===== src/rtl/mips_multicycle_control.sv =====
// Multicycle MIPS control FSM: sequences fetch/decode/execute/memory/writeback,
// drives the alu_32 control code and operand selects, and raises exceptions.
module mips_multicycle_control #(
    parameter int unsigned CONTROL_SIGNAL_SIZE  = 4,
    parameter logic [1:0]  EXCEPTION_VECTOR_SEL = 2'b11
) (
    input  logic                           clock,
    input  logic                           reset_n,
    input  logic [5:0]                     opcode,
    input  logic [5:0]                     funct,
    input  logic                           alu_zero,
    input  logic                           alu_err_overflow,
    input  logic                           alu_err_invalid_control,
    output logic [CONTROL_SIGNAL_SIZE-1:0] alu_control,
    output logic                           alu_src_a,
    output logic [1:0]                     alu_src_b,
    output logic                           iord,
    output logic                           mem_read,
    output logic                           mem_write,
    output logic                           ir_write,
    output logic                           reg_write,
    output logic                           reg_dst,
    output logic                           mem_to_reg,
    output logic                           pc_en,
    output logic [1:0]                     pc_source,
    output logic                           epc_write,
    output logic [1:0]                     cause,
    output logic [3:0]                     state
);

    localparam int unsigned CW = CONTROL_SIGNAL_SIZE;

    typedef enum logic [3:0] {
        S_FETCH     = 4'd0,
        S_DECODE    = 4'd1,
        S_MEM_ADDR  = 4'd2,
        S_MEM_READ  = 4'd3,
        S_MEM_WB    = 4'd4,
        S_MEM_WRITE = 4'd5,
        S_R_EXEC    = 4'd6,
        S_R_WB      = 4'd7,
        S_BRANCH    = 4'd8,
        S_JUMP      = 4'd9,
        S_ADDI_EXEC = 4'd10,
        S_ADDI_WB   = 4'd11,
        S_EXCEPTION = 4'd12
    } state_t;

    localparam logic [5:0] OP_RTYPE = 6'h00;
    localparam logic [5:0] OP_LW    = 6'h23;
    localparam logic [5:0] OP_SW    = 6'h2B;
    localparam logic [5:0] OP_BEQ   = 6'h04;
    localparam logic [5:0] OP_J     = 6'h02;
    localparam logic [5:0] OP_ADDI  = 6'h08;

    localparam logic [5:0] FN_ADD  = 6'h20;
    localparam logic [5:0] FN_ADDU = 6'h21;
    localparam logic [5:0] FN_SUB  = 6'h22;
    localparam logic [5:0] FN_AND  = 6'h24;
    localparam logic [5:0] FN_OR   = 6'h25;
    localparam logic [5:0] FN_NOR  = 6'h27;
    localparam logic [5:0] FN_SLT  = 6'h2A;

    localparam logic [CW-1:0] ALU_AND  = CW'(4'h0);
    localparam logic [CW-1:0] ALU_OR   = CW'(4'h1);
    localparam logic [CW-1:0] ALU_ADD  = CW'(4'h2);
    localparam logic [CW-1:0] ALU_ADDU = CW'(4'h3);
    localparam logic [CW-1:0] ALU_SUB  = CW'(4'h6);
    localparam logic [CW-1:0] ALU_SLT  = CW'(4'h7);
    localparam logic [CW-1:0] ALU_NOR  = CW'(4'hC);

    localparam logic [1:0] CAUSE_RI    = 2'd1;
    localparam logic [1:0] CAUSE_OVF   = 2'd2;
    localparam logic [1:0] CAUSE_FAULT = 2'd3;

    state_t     state_q, state_d;
    logic [1:0] cause_q, cause_d;
    logic       alu_used;
    logic       funct_ok;
    logic       funct_traps;

    // Supported R-type functs and the subset that traps on signed overflow
    always_comb begin
        funct_ok    = 1'b0;
        funct_traps = 1'b0;
        case (funct)
            FN_ADD, FN_SUB:                          begin funct_ok = 1'b1; funct_traps = 1'b1; end
            FN_ADDU, FN_AND, FN_OR, FN_NOR, FN_SLT:  funct_ok = 1'b1;
            default: ;
        endcase
    end

    always_ff @(posedge clock) begin
        if (!reset_n) begin
            state_q <= S_FETCH;
            cause_q <= 2'd0;
        end else begin
            state_q <= state_d;
            cause_q <= cause_d;
        end
    end

    always_comb begin
        state_d     = S_FETCH;
        cause_d     = cause_q;
        alu_used    = 1'b0;
        alu_control = ALU_ADD;
        alu_src_a   = 1'b0;
        alu_src_b   = 2'd0;
        iord        = 1'b0;
        mem_read    = 1'b0;
        mem_write   = 1'b0;
        ir_write    = 1'b0;
        reg_write   = 1'b0;
        reg_dst     = 1'b0;
        mem_to_reg  = 1'b0;
        pc_en       = 1'b0;
        pc_source   = 2'd0;
        epc_write   = 1'b0;

        case (state_q)
            S_FETCH: begin
                alu_used  = 1'b1;
                mem_read  = 1'b1;
                ir_write  = 1'b1;
                alu_src_b = 2'd1;
                pc_en     = 1'b1;
                state_d   = S_DECODE;
            end
            S_DECODE: begin
                alu_used  = 1'b1;
                alu_src_b = 2'd3;
                case (opcode)
                    OP_RTYPE: begin
                        if (funct_ok) begin
                            state_d = S_R_EXEC;
                        end else begin
                            state_d = S_EXCEPTION;
                            cause_d = CAUSE_RI;
                        end
                    end
                    OP_LW, OP_SW: state_d = S_MEM_ADDR;
                    OP_BEQ:       state_d = S_BRANCH;
                    OP_J:         state_d = S_JUMP;
                    OP_ADDI:      state_d = S_ADDI_EXEC;
                    default: begin
                        state_d = S_EXCEPTION;
                        cause_d = CAUSE_RI;
                    end
                endcase
            end
            S_MEM_ADDR: begin
                alu_used    = 1'b1;
                alu_src_a   = 1'b1;
                alu_src_b   = 2'd2;
                alu_control = ALU_ADDU;
                state_d     = (opcode == OP_LW) ? S_MEM_READ : S_MEM_WRITE;
            end
            S_MEM_READ: begin
                mem_read = 1'b1;
                iord     = 1'b1;
                state_d  = S_MEM_WB;
            end
            S_MEM_WB: begin
                reg_write  = 1'b1;
                mem_to_reg = 1'b1;
            end
            S_MEM_WRITE: begin
                mem_write = 1'b1;
                iord      = 1'b1;
            end
            S_R_EXEC: begin
                alu_used  = 1'b1;
                alu_src_a = 1'b1;
                case (funct)
                    FN_ADD:  alu_control = ALU_ADD;
                    FN_ADDU: alu_control = ALU_ADDU;
                    FN_SUB:  alu_control = ALU_SUB;
                    FN_AND:  alu_control = ALU_AND;
                    FN_OR:   alu_control = ALU_OR;
                    FN_NOR:  alu_control = ALU_NOR;
                    FN_SLT:  alu_control = ALU_SLT;
                    default: alu_control = ALU_ADD;
                endcase
                if (alu_err_overflow && funct_traps) begin
                    state_d = S_EXCEPTION;
                    cause_d = CAUSE_OVF;
                end else begin
                    state_d = S_R_WB;
                end
            end
            S_R_WB: begin
                reg_write = 1'b1;
                reg_dst   = 1'b1;
            end
            S_BRANCH: begin
                alu_used    = 1'b1;
                alu_src_a   = 1'b1;
                alu_control = ALU_SUB;
                pc_source   = 2'd1;
                pc_en       = alu_zero;
            end
            S_JUMP: begin
                pc_source = 2'd2;
                pc_en     = 1'b1;
            end
            S_ADDI_EXEC: begin
                alu_used  = 1'b1;
                alu_src_a = 1'b1;
                alu_src_b = 2'd2;
                if (alu_err_overflow) begin
                    state_d = S_EXCEPTION;
                    cause_d = CAUSE_OVF;
                end else begin
                    state_d = S_ADDI_WB;
                end
            end
            S_ADDI_WB: begin
                reg_write = 1'b1;
            end
            S_EXCEPTION: begin
                epc_write = 1'b1;
                pc_source = EXCEPTION_VECTOR_SEL;
                pc_en     = 1'b1;
            end
            default: ;
        endcase

        // An ALU fault outranks every other next-state decision, including overflow
        if (alu_used && alu_err_invalid_control) begin
            state_d = S_EXCEPTION;
            cause_d = CAUSE_FAULT;
        end

        // Keep the datapath quiet for as long as reset is held
        if (!reset_n) begin
            mem_read  = 1'b0;
            mem_write = 1'b0;
            ir_write  = 1'b0;
            reg_write = 1'b0;
            pc_en     = 1'b0;
            epc_write = 1'b0;
        end
    end

    assign cause = cause_q;
    assign state = state_q;

endmodule


===== config.mk =====
export PLATFORM = sky130hd
export DESIGN_NAME = mips_multicycle_control
export DESIGN_NICKNAME = d
export VERILOG_FILES = /design/src/rtl/mips_multicycle_control.sv
export SDC_FILE = /design/constraint.sdc
export NUM_CORES = 1
export LEC_CHECK = 0
export BUFFER_PORTS_ARGS = -buffer_cell sky130_fd_sc_hd__buf_2
export CORE_MARGIN = 3
export CORE_UTILIZATION = 45
export CTS_CLUSTER_SIZE = 10
export DETAILED_ROUTE_END_ITERATION = 12
export GPL_ROUTABILITY_DRIVEN = 0
export GPL_TIMING_DRIVEN = 0
export PLACE_DENSITY = 0.74
export SYNTH_ARGS = -nofsm -noshare
export SYNTH_HDL_FRONTEND = slang
export SYNTH_SLANG_ARGS = --single-unit

===== constraint.sdc =====
create_clock -name clock -period 2.9 [get_ports clock]
set_clock_uncertainty 0.2 [all_clocks]
set_input_delay 0.29 -clock clock [delete_from_list [all_inputs] [get_ports clock]]
set_output_delay 0.29 -clock clock [all_outputs]
set_load 0.02 [all_outputs]

* Word level (Yosys, flattened, before mapping)
Index checks and enable logic that the tools add are counted.
** Storage, ports and cells
- Bits in registers :: 6
- Input bits :: 17
- Output and inout port bits :: 24
- Logic and storage cells :: 86
** Cells by class
- Equal/unequal tests :: 28
- Multiplexer cells :: 36
- Bitwise gates (word level) :: 1
- Reduce and logical (&&, ||, !) cells :: 18
** Operator list (number)
- 6-bit equality test (second input constant) :: 9
- 4-bit case mux with 6 select lines :: 2
- 4-bit equality test (second input constant) :: 5
- 4-bit case mux with 5 select lines :: 1
- 1-bit 2-to-1 mux :: 18
- 2-bit case mux with 3 select lines :: 3
- 4-bit by 3-bit equality test with 1-bit output (second input constant) :: 4
- 4-bit 2-to-1 mux :: 3
- 4-bit case mux with 3 select lines :: 1
- 2-bit OR reduction :: 6
- 3-bit inequality test (second input constant) :: 3
- 4-bit by 2-bit equality test with 1-bit output (second input constant) :: 2
- 2-bit 2-to-1 mux :: 4
- 7-bit OR reduction :: 1
- 6-bit by 2-bit equality test with 1-bit output (second input constant) :: 1
- 6-bit by 3-bit equality test with 1-bit output (second input constant) :: 1
- 6-bit by 4-bit equality test with 1-bit output (second input constant) :: 1
- 6-bit logical NOT :: 1
- 3-bit 2-to-1 mux :: 2
- 3-bit OR reduction :: 2
- 6-bit OR reduction :: 1
- 5-bit AND reduction :: 1
- 5-bit OR reduction :: 1
- 4-bit by 1-bit equality test with 1-bit output (second input constant) :: 1
- 8 further kinds :: 9

* Logic depth before layout (Yosys ltp)
Gate-level depths: netlist of the first run.
- Depth in word-level cells :: 7
- Mapped depth :: 6
- Depth with buffers taken out :: 5

* Least setup slack after synthesis of the first run
Ideal clock, no wire load.
- Path type :: register to output
- Start :: register state_q[3], in the netlist state[3]
- End :: output port epc_write
- Arrival time :: 1544 ps
- Path slack :: 866 ps
- Cell stages (with the launch flop) :: 4
- Path buffers :: 1
- Cells stage by stage :: dfxtp_1 > buf_6 > nor3b_1 > and3_1
** Between the ends
- Cells in the longest elaborated chain, start to end :: 3
** RTL lines
- start, declared :: line 76 : state_t state_q, state_d;
- start signal, assigned :: line 98 : state_q <= state_d;
- 4-bit equality test :: line 121 : case (state_q)
- 1-bit 2-to-1 mux :: line 121
- 1-bit 2-to-1 mux :: line 236 : if (!reset_n) begin
- end, declared :: line 26 : output logic epc_write,
Every way passes these cells.

* Worst setup path after layout of the first run
- Start :: register state_q[1], in the netlist state[1]
- End :: output port alu_control[2]
** Between the ends
- Cells in the longest elaborated chain, start to end :: 2
- Elaborated cells between the ends (all ways) :: 4
- Those cells by class :: 3 x eq/ne; 1 x mux
** RTL lines
- 4-bit equality test (tied with other cells) :: line 121
- 4-bit case mux with 3 select lines (*) :: line 121
- end, declared :: line 14 : output logic [CONTROL_SIGNAL_SIZE-1:0] alu_control,
Mark *: on every way between the ends. The rest lies on a longest branch, timed or not.

==> results of run 1 <==
## logic make-up (layout without fill, tap and decap cells)
| family | count (synthesis) | count (layout) | synth area share |
|---|---|---|---|
| muxes | 1 | 1 | 0.01187 |
| buffers and inverters | 15 | 56 | 0.1055 |
| AOI/OAI and AO/OA | 39 | 39 | 0.2903 |
| xor gates and xnor gates | 2 | 2 | 0.01847 |
| and+or+nand+nor | 70 | 70 | 0.4472 |
| DFF | 6 | 6 | 0.1267 |
## layout by cell type, fill, tap and decap left out, types with 2 or more instances in the layout
cell type,n
o31a_1,2
nor2_1,17
nand2_1,9
o21a_1,3
nor3_1,9
a21oi_1,8
nand4_1,2
nand4b_1,2
and3_1,3
inv_1,4
nor2b_1,3
nor3b_1,5
clkbuf_4,4
o32ai_1,2
clkbuf_8,2
xnor2_1,2
o21ai_0,8
nand2b_1,5
a31oi_1,2
buf_2,43
dfxtp_1,6
## where the power goes
group | internal, mW | switching, mW
combinational | 0.0712 | 0.104
clock | 0.0466 | 0.0274
sequential | 0.0893 | 0.00673
total | 0.207 | 0.138
## layout make-up
class	count	area, sq um	area share
multi-input cells	112	728.2	0.6107
repair buffers	38	190.2	0.1595
flip-flops and latches	6	120.1	0.1007
plain buffers	11	85.08	0.07135
well taps	25	31.28	0.02623
clock buffers	3	22.52	0.01889
inverters	4	15.01	0.01259
## state kept, by name, summed over array words and instances (netlist names)
register / cells
cause: 2
state: 4
## worst max-delay path, delay by kind of cell, from the launching register on
kind,cells,cell delay [ns]
buffers and inverters,3,0.63
DFF,1,0.36
AOI/OAI and AO/OA,1,0.28
and+or+nand+nor,2,0.15
## synth_stat cells, types with 2 or more instances
cell type and count:
nor2b_1 3, o21a_1 3, o32ai_1 2, and3_1 3
xnor2_1 2, buf_2 5, nor3b_1 5, o21ai_0 8
nand2b_1 5, nand4_1 2, nand2_1 9, nor3_1 9
a21oi_1 8, nor2_1 17, inv_1 4, dfxtp_1 6
nand4b_1 2, clkbuf_8 2, a31oi_1 2, o31a_1 2
## how the worst min path moves through the flow
stage / depth (start not counted) / startpoint / to / slack (ns)
floorplan: 2 / opcode[1] / state[0]$_SDFF_PP0_ / 0.27
global placement: 2 / cause[1]$_SDFFE_PN0P_ / cause[1]$_SDFFE_PN0P_ / 0.25
detailed placement: 2 / cause[1]$_SDFFE_PN0P_ / cause[1]$_SDFFE_PN0P_ / 0.27
CTS: 3 / opcode[1] / state[0]$_SDFF_PP0_ / 0.20
global route: 3 / opcode[1] / state[0]$_SDFF_PP0_ / 0.21
finish: 3 / opcode[1] / state[0]$_SDFF_PP0_ / 0.21
## per-layer routing
layer  GRT usage  wire length (microns)
met3     0.03725                    221
met2      0.3180                   1187
met4     0.06550                     42
met5           0                      0
met1      0.2748                   1158
## per-stage QoR
stage	power, mW	hold slack [ns]	instance area (sq um)	worst slack [ns]	cells
after CTS	0.3470	0.1984	1192	0.7492	199
after floorplan	0.2152	0.2670	948.4	0.8665	133
after detailed placement	0.2707	0.2722	1170	1.001	196
final	0.3448	0.2104	1192	0.7535	199
after global placement	0.2684	0.2451	1170	1.029	196
after global routing	0.3710	0.2118	1192	0.6239	199
==> flow_summary.ini, run 1 <==
[worst_setup_path]
max_stage_delay_ns = 0.36
critPathCapture = alu_control[2]
path_class = reg2out
worstPathMaxFanout = 10
crit_chain = buf_2, buf_2, nand2_1, o32a_1, nor2_1, buf_2
crit_top_cell = buf_2
reg2reg_slack_ns = 1.18
critPathLaunchType = flip-flop
cp_slowest_cell = dfxtp_1
cp.arrival_ns = 1.66
crit_start = state[1]$_SDFF_PP0_
r2r-end = cause[0]$_SDFFE_PN0P_
r2r_start = state[3]$_SDFF_PN0_
end_kind = output port
critPathRequiredTime_ns = 2.41
rr_worst_depth = 6

[worst_hold_path]
hold_path.class = in2reg

[yosys]
synth_seq_cells = 6
syn_area_per_cell_sq_um = 7.131
synth_area_leaders = dfxtp_1 13%, nor2_1 6.7%, nor3_1 4.7%, a21oi_1 4.2%, o21ai_0 4.2%
synth_largest_area_cell = dfxtp_1
syn-cell-area_sq_um = 948.4
yosysUniqueCellTypes = 54
synthFlopType = dfxtp_1
netlist.area_leader.share = 0.1266
syn_inst = 133
synth_nets = 150
ys_warn_count = 0
synth_edf_count = 0
seq_area_frac_synth = 0.1266
async_flop_share = 0

[route]
vias_per_cell = 5.879
wl_microns = 2609
vias = 1170
drc = 0
drt_iter0_markers = 25
postRouteAntennaNets = 0
drt-wirelength-per-cell_microns = 13.11
drt_first_pass_iters = 4

[die]
fp-row-count = 15
die_y_microns = 51.91
die_area_sq_mm = 0.002695
ios = 41
start_util = 0.5104
core_area_sq_mm = 0.001858
die_x_microns = 51.91

[sta]
period_share = 0.7402
finalSetupViolations = 0
finalSetupTns_ns = 0
maxSlewHeadroom = 0.7390
finalMaxSlewViolations = 0
fmax_ghz = 0.4659
fin_crit_ns = 2.146
rsz0062_at_grt = false
hold_viol = 0
worst_pin_slew_ns = 0.3915

[clock_tree]
cts-root-buf = clkbuf_4
hold_buffers = 0
clock_latency_ns = 0.24
cts_tree = built
clock_path_buffers = 2
clock-sinks = 6
post-cts-setup-buffer-count = 0
htree_levels = 1
cts_resized = 0
numCtsBuffers = 3
path_clk_slew_ns = 0.05

[run_status]
outcome = finished clean

[cells_and_area]
fin_nets = 193
fill_cells = 179
final_util = 0.6418
drive_above_1_share = 0.3621
diodes = 0
area_growth_pct = 25.73

[global_route]
overflow = 0
grt_util_all_layers = 0.2020
grt_pass1_vias = 1019
grt_max_degree = 11
antenna_found_initial = 0
grt_pass1_wl_microns = 4291

[placed_design]
dp_hpwl_microns = 2112
io_buffers = 38

[power_and_ir_drop]
ir_worst_vdd_v = 0.0002805
leakage_nw = 0.5263
power_density_mw_per_mm2 = 289.2

[flow_run]
max_cap_violations = 0
No activity file was read; power rests on OpenSTA's default activity.
==> run 2: changes to the inputs <==
--- a/config.mk
+++ b/config.mk
@@ -5,14 +5,15 @@
 export SDC_FILE = /design/constraint.sdc
 export NUM_CORES = 1
 export LEC_CHECK = 0
+export ABC_AREA = 1
 export BUFFER_PORTS_ARGS = -buffer_cell sky130_fd_sc_hd__buf_2
 export CORE_MARGIN = 3
-export CORE_UTILIZATION = 45
+export CORE_UTILIZATION = 41
 export CTS_CLUSTER_SIZE = 10
 export DETAILED_ROUTE_END_ITERATION = 12
 export GPL_ROUTABILITY_DRIVEN = 0
 export GPL_TIMING_DRIVEN = 0
-export PLACE_DENSITY = 0.74
+export PLACE_DENSITY = 0.73
 export SYNTH_ARGS = -nofsm -noshare
 export SYNTH_HDL_FRONTEND = slang
 export SYNTH_SLANG_ARGS = --single-unit
==> constraint.sdc (replaced) <==
create_clock -name clock -period 1.9 [get_ports clock]
set_clock_uncertainty 0.2 [all_clocks]
set_input_delay 0.19 -clock clock [delete_from_list [all_inputs] [get_ports clock]]
set_output_delay 0.19 -clock clock [all_outputs]
set_load 0.02 [all_outputs]
==> run 2 against run 1 <==
Effect of this change: sequential share of layout area increased by 0.77 points; total power increased by 45%; largest power group unchanged; via count increased by 1.0%; critical endpoint is now pc_en; critical path type unchanged; first-iteration DRC count increased by 36%; highest routed layer is now met3.
==> flow_summary.ini, run 2 <==
[run_status]
outcome = finished clean

[yosys]
seq_area_frac_synth = 0.1406
synth_common_cells = 40 x nand2_1, 38 x nor2_1, 31 x inv_1
async_flop_share = 0
synth_seq_cells = 6
ys_warn_count = 0
netlist.area_leader.share = 0.1757
synth_nets = 187
syn-cell-area_sq_um = 854.6
synth_largest_area_cell = nand2_1
synthFlopType = dfxtp_1
yosysUniqueCellTypes = 21
syn_inst = 170
synthSimpleGateAreaFrac = 0.5710
synth_top_family_by_area = simple AND/OR/NAND/NOR gates
synth_area_leaders = nand2_1 18%, nor2_1 17%, dfxtp_1 14%, inv_1 14%, nand3_1 8.2%
syn_area_per_cell_sq_um = 5.027
synth_edf_count = 0
synthAdderAreaFrac = 0
muxShareOfSynthArea = 0
synth_most_common_cell = nand2_1
synth_compound_area_frac = 0.1435
synth_xor_area_frac = 0

[power_and_ir_drop]
leakage_nw = 0.6826
p_sw_frac = 0.4239
p_int_uw = 288.8
power_density_mw_per_mm2 = 434.6
clockPowerShare = 0.233
pwr-share-seq = 0.300
finalPower_uw = 501.4
p_switching_uw = 212.5
ir_worst_vdd_v = 0.0003762
pwr-share-comb = 0.467

[route]
drt_iter0_markers = 34
vias_per_cell = 4.946
postRouteAntennaNets = 0
drc = 0
drt_first_pass_iters = 4
drt-wirelength-per-cell_microns = 10.69
wl_microns = 2555
vias = 1182

[clock_tree]
clock-sinks = 6
htree_levels = 1
clock_latency_ns = 0.24
path_clk_slew_ns = 0.05
cts_tree = built
cts-root-buf = clkbuf_4
clock_path_buffers = 2
numCtsBuffers = 3
hold_buffers = 0

[cells_and_area]
diodes = 0
area_growth_pct = 34.99
final_util = 0.6272
drive_above_1_share = 0.3131
largest_reg_flops = 4
fin_area_sq_mm = 0.001154
final_cells = 239
fill_cells = 209
mostFrequentLayoutCells = 39 x nand2_1, 39 x buf_2, 34 x nor2_1, 30 x inv_1, 14 x nand3_1
fin_nets = 233

[global_route]
overflow = 0
grt_pass1_vias = 1051
grt_max_degree = 9
grt_util_all_layers = 0.1999
antenna_found_initial = 0
grt_pass1_wl_microns = 4195

[sta]
finalMaxSlewViolations = 0
worst_pin_slew_ns = 0.2897
finalSetupTns_ns = 0
period_share = 0.9515
fmax_ghz = 0.5531
finalSetupViolations = 0
rsz0062_at_grt = true
holdWs_ns = 0.007125
fin_crit_ns = 1.808
setup_ws_ns = 0.09206
maxSlewHeadroom = 0.8067
hold_viol = 0

[die]
start_util = 0.4646
core_area_sq_mm = 0.001839
fp-row-count = 15
ios = 41
die_x_microns = 51.66
die_area_sq_mm = 0.002668
die_y_microns = 51.66

[worst_setup_path]
crit_chain = nor2_4, inv_2, nor2_4, nand2_1, o21ai_2, a21oi_1, a21oi_2, buf_4
cp_slowest_cell = dfxtp_2
max_stage_delay_ns = 0.34
worst_path_dominant_cell_family = flip-flops
cp.arrival_ns = 1.42
worstPathMaxFanout = 5
path_buf_inv = 2
end_kind = output port
crit_top_cell = nor2_4
critPathLaunchType = flip-flop
critPathRequiredTime_ns = 1.51
path_class = reg2out

[placed_design]
post-place-ws_ns = 0.1450
io_buffers = 40
dp_hpwl_microns = 2171
post_dp_cell_area_sq_mm = 0.001101
place_inst = 235

[worst_hold_path]
hold_path.class = in2reg

[flow_run]
max_cap_violations = 0
-- run 2: cell type report --
class,instances,area (sq um),share of cell area
Inverter,33,123.9,0.1074
Sequential cell,6,125.1,0.1085
Timing Repair Buffer,41,210.2,0.1822
Multi-Input combinational cell,131,640.6,0.5553
Tap cell,25,31.28,0.02711
Clock buffer,3,22.52,0.01952
-- run 2: final timing paths --
check,endpoint,cells past startpoint,slack (ns),from
setup / recovery,pc_en,8,0.09,state[1]$_SDFF_PP0_
hold / removal,cause[0]$_SDFFE_PN0P_,3,0.007,reset_n
setup reg to reg,cause[1]$_SDFFE_PN0P_,10,0.20,state[1]$_SDFF_PP0_
hold reg to reg,cause[0]$_SDFFE_PN0P_,4,0.31,cause[0]$_SDFFE_PN0P_
-- run 2: tightest hold or removal path, delay by kind of cell --
family | cells | cell delay (ns)
buf+inv | 1 | 0.12
simple gates | 2 | 0.09
-- run 2: cell families (layout without fill, tap and decap cells) --
family / Yosys count / in the layout
and+or+nand+nor: 110 / 110
DFF: 6 / 6
buffers and inverters: 33 / 77
AOI/OAI and AO/OA: 21 / 21
-- run 2: per-layer routing --
metal | global-route usage | vias to the layer above | share of wire
met2 | 0.3686 | 40 | 0.47
met5 | 0 | - | 0
met4 | 0.01310 | 0 | 0
li1 | - | 629 | -
met1 | 0.2439 | 513 | 0.46
met3 | 0.04585 | 0 | 0.067
-- run 2: repair_timing --
item,4_1_cts,5_1_grt
endpoints found under the setup margin,2,6
gates resized for setup,3,8
pin swaps,0,1
setup buffers,0,1
-- run 2: power by group through the flow --
| stage | clock network (mW) | registers (mW) | logic, mW |
|---|---|---|---|
| 6_report | 0.117 | 0.150 | 0.234 |
| 5_1_grt | 0.124 | 0.152 | 0.262 |
| 4_1_cts | 0.118 | 0.149 | 0.230 |
| 3_5_place_dp | 0 | 0.150 | 0.229 |
| 3_3_place_gp | 0 | 0.150 | 0.225 |
| 2_1_floorplan | 0 | 0.160 | 0.143 |
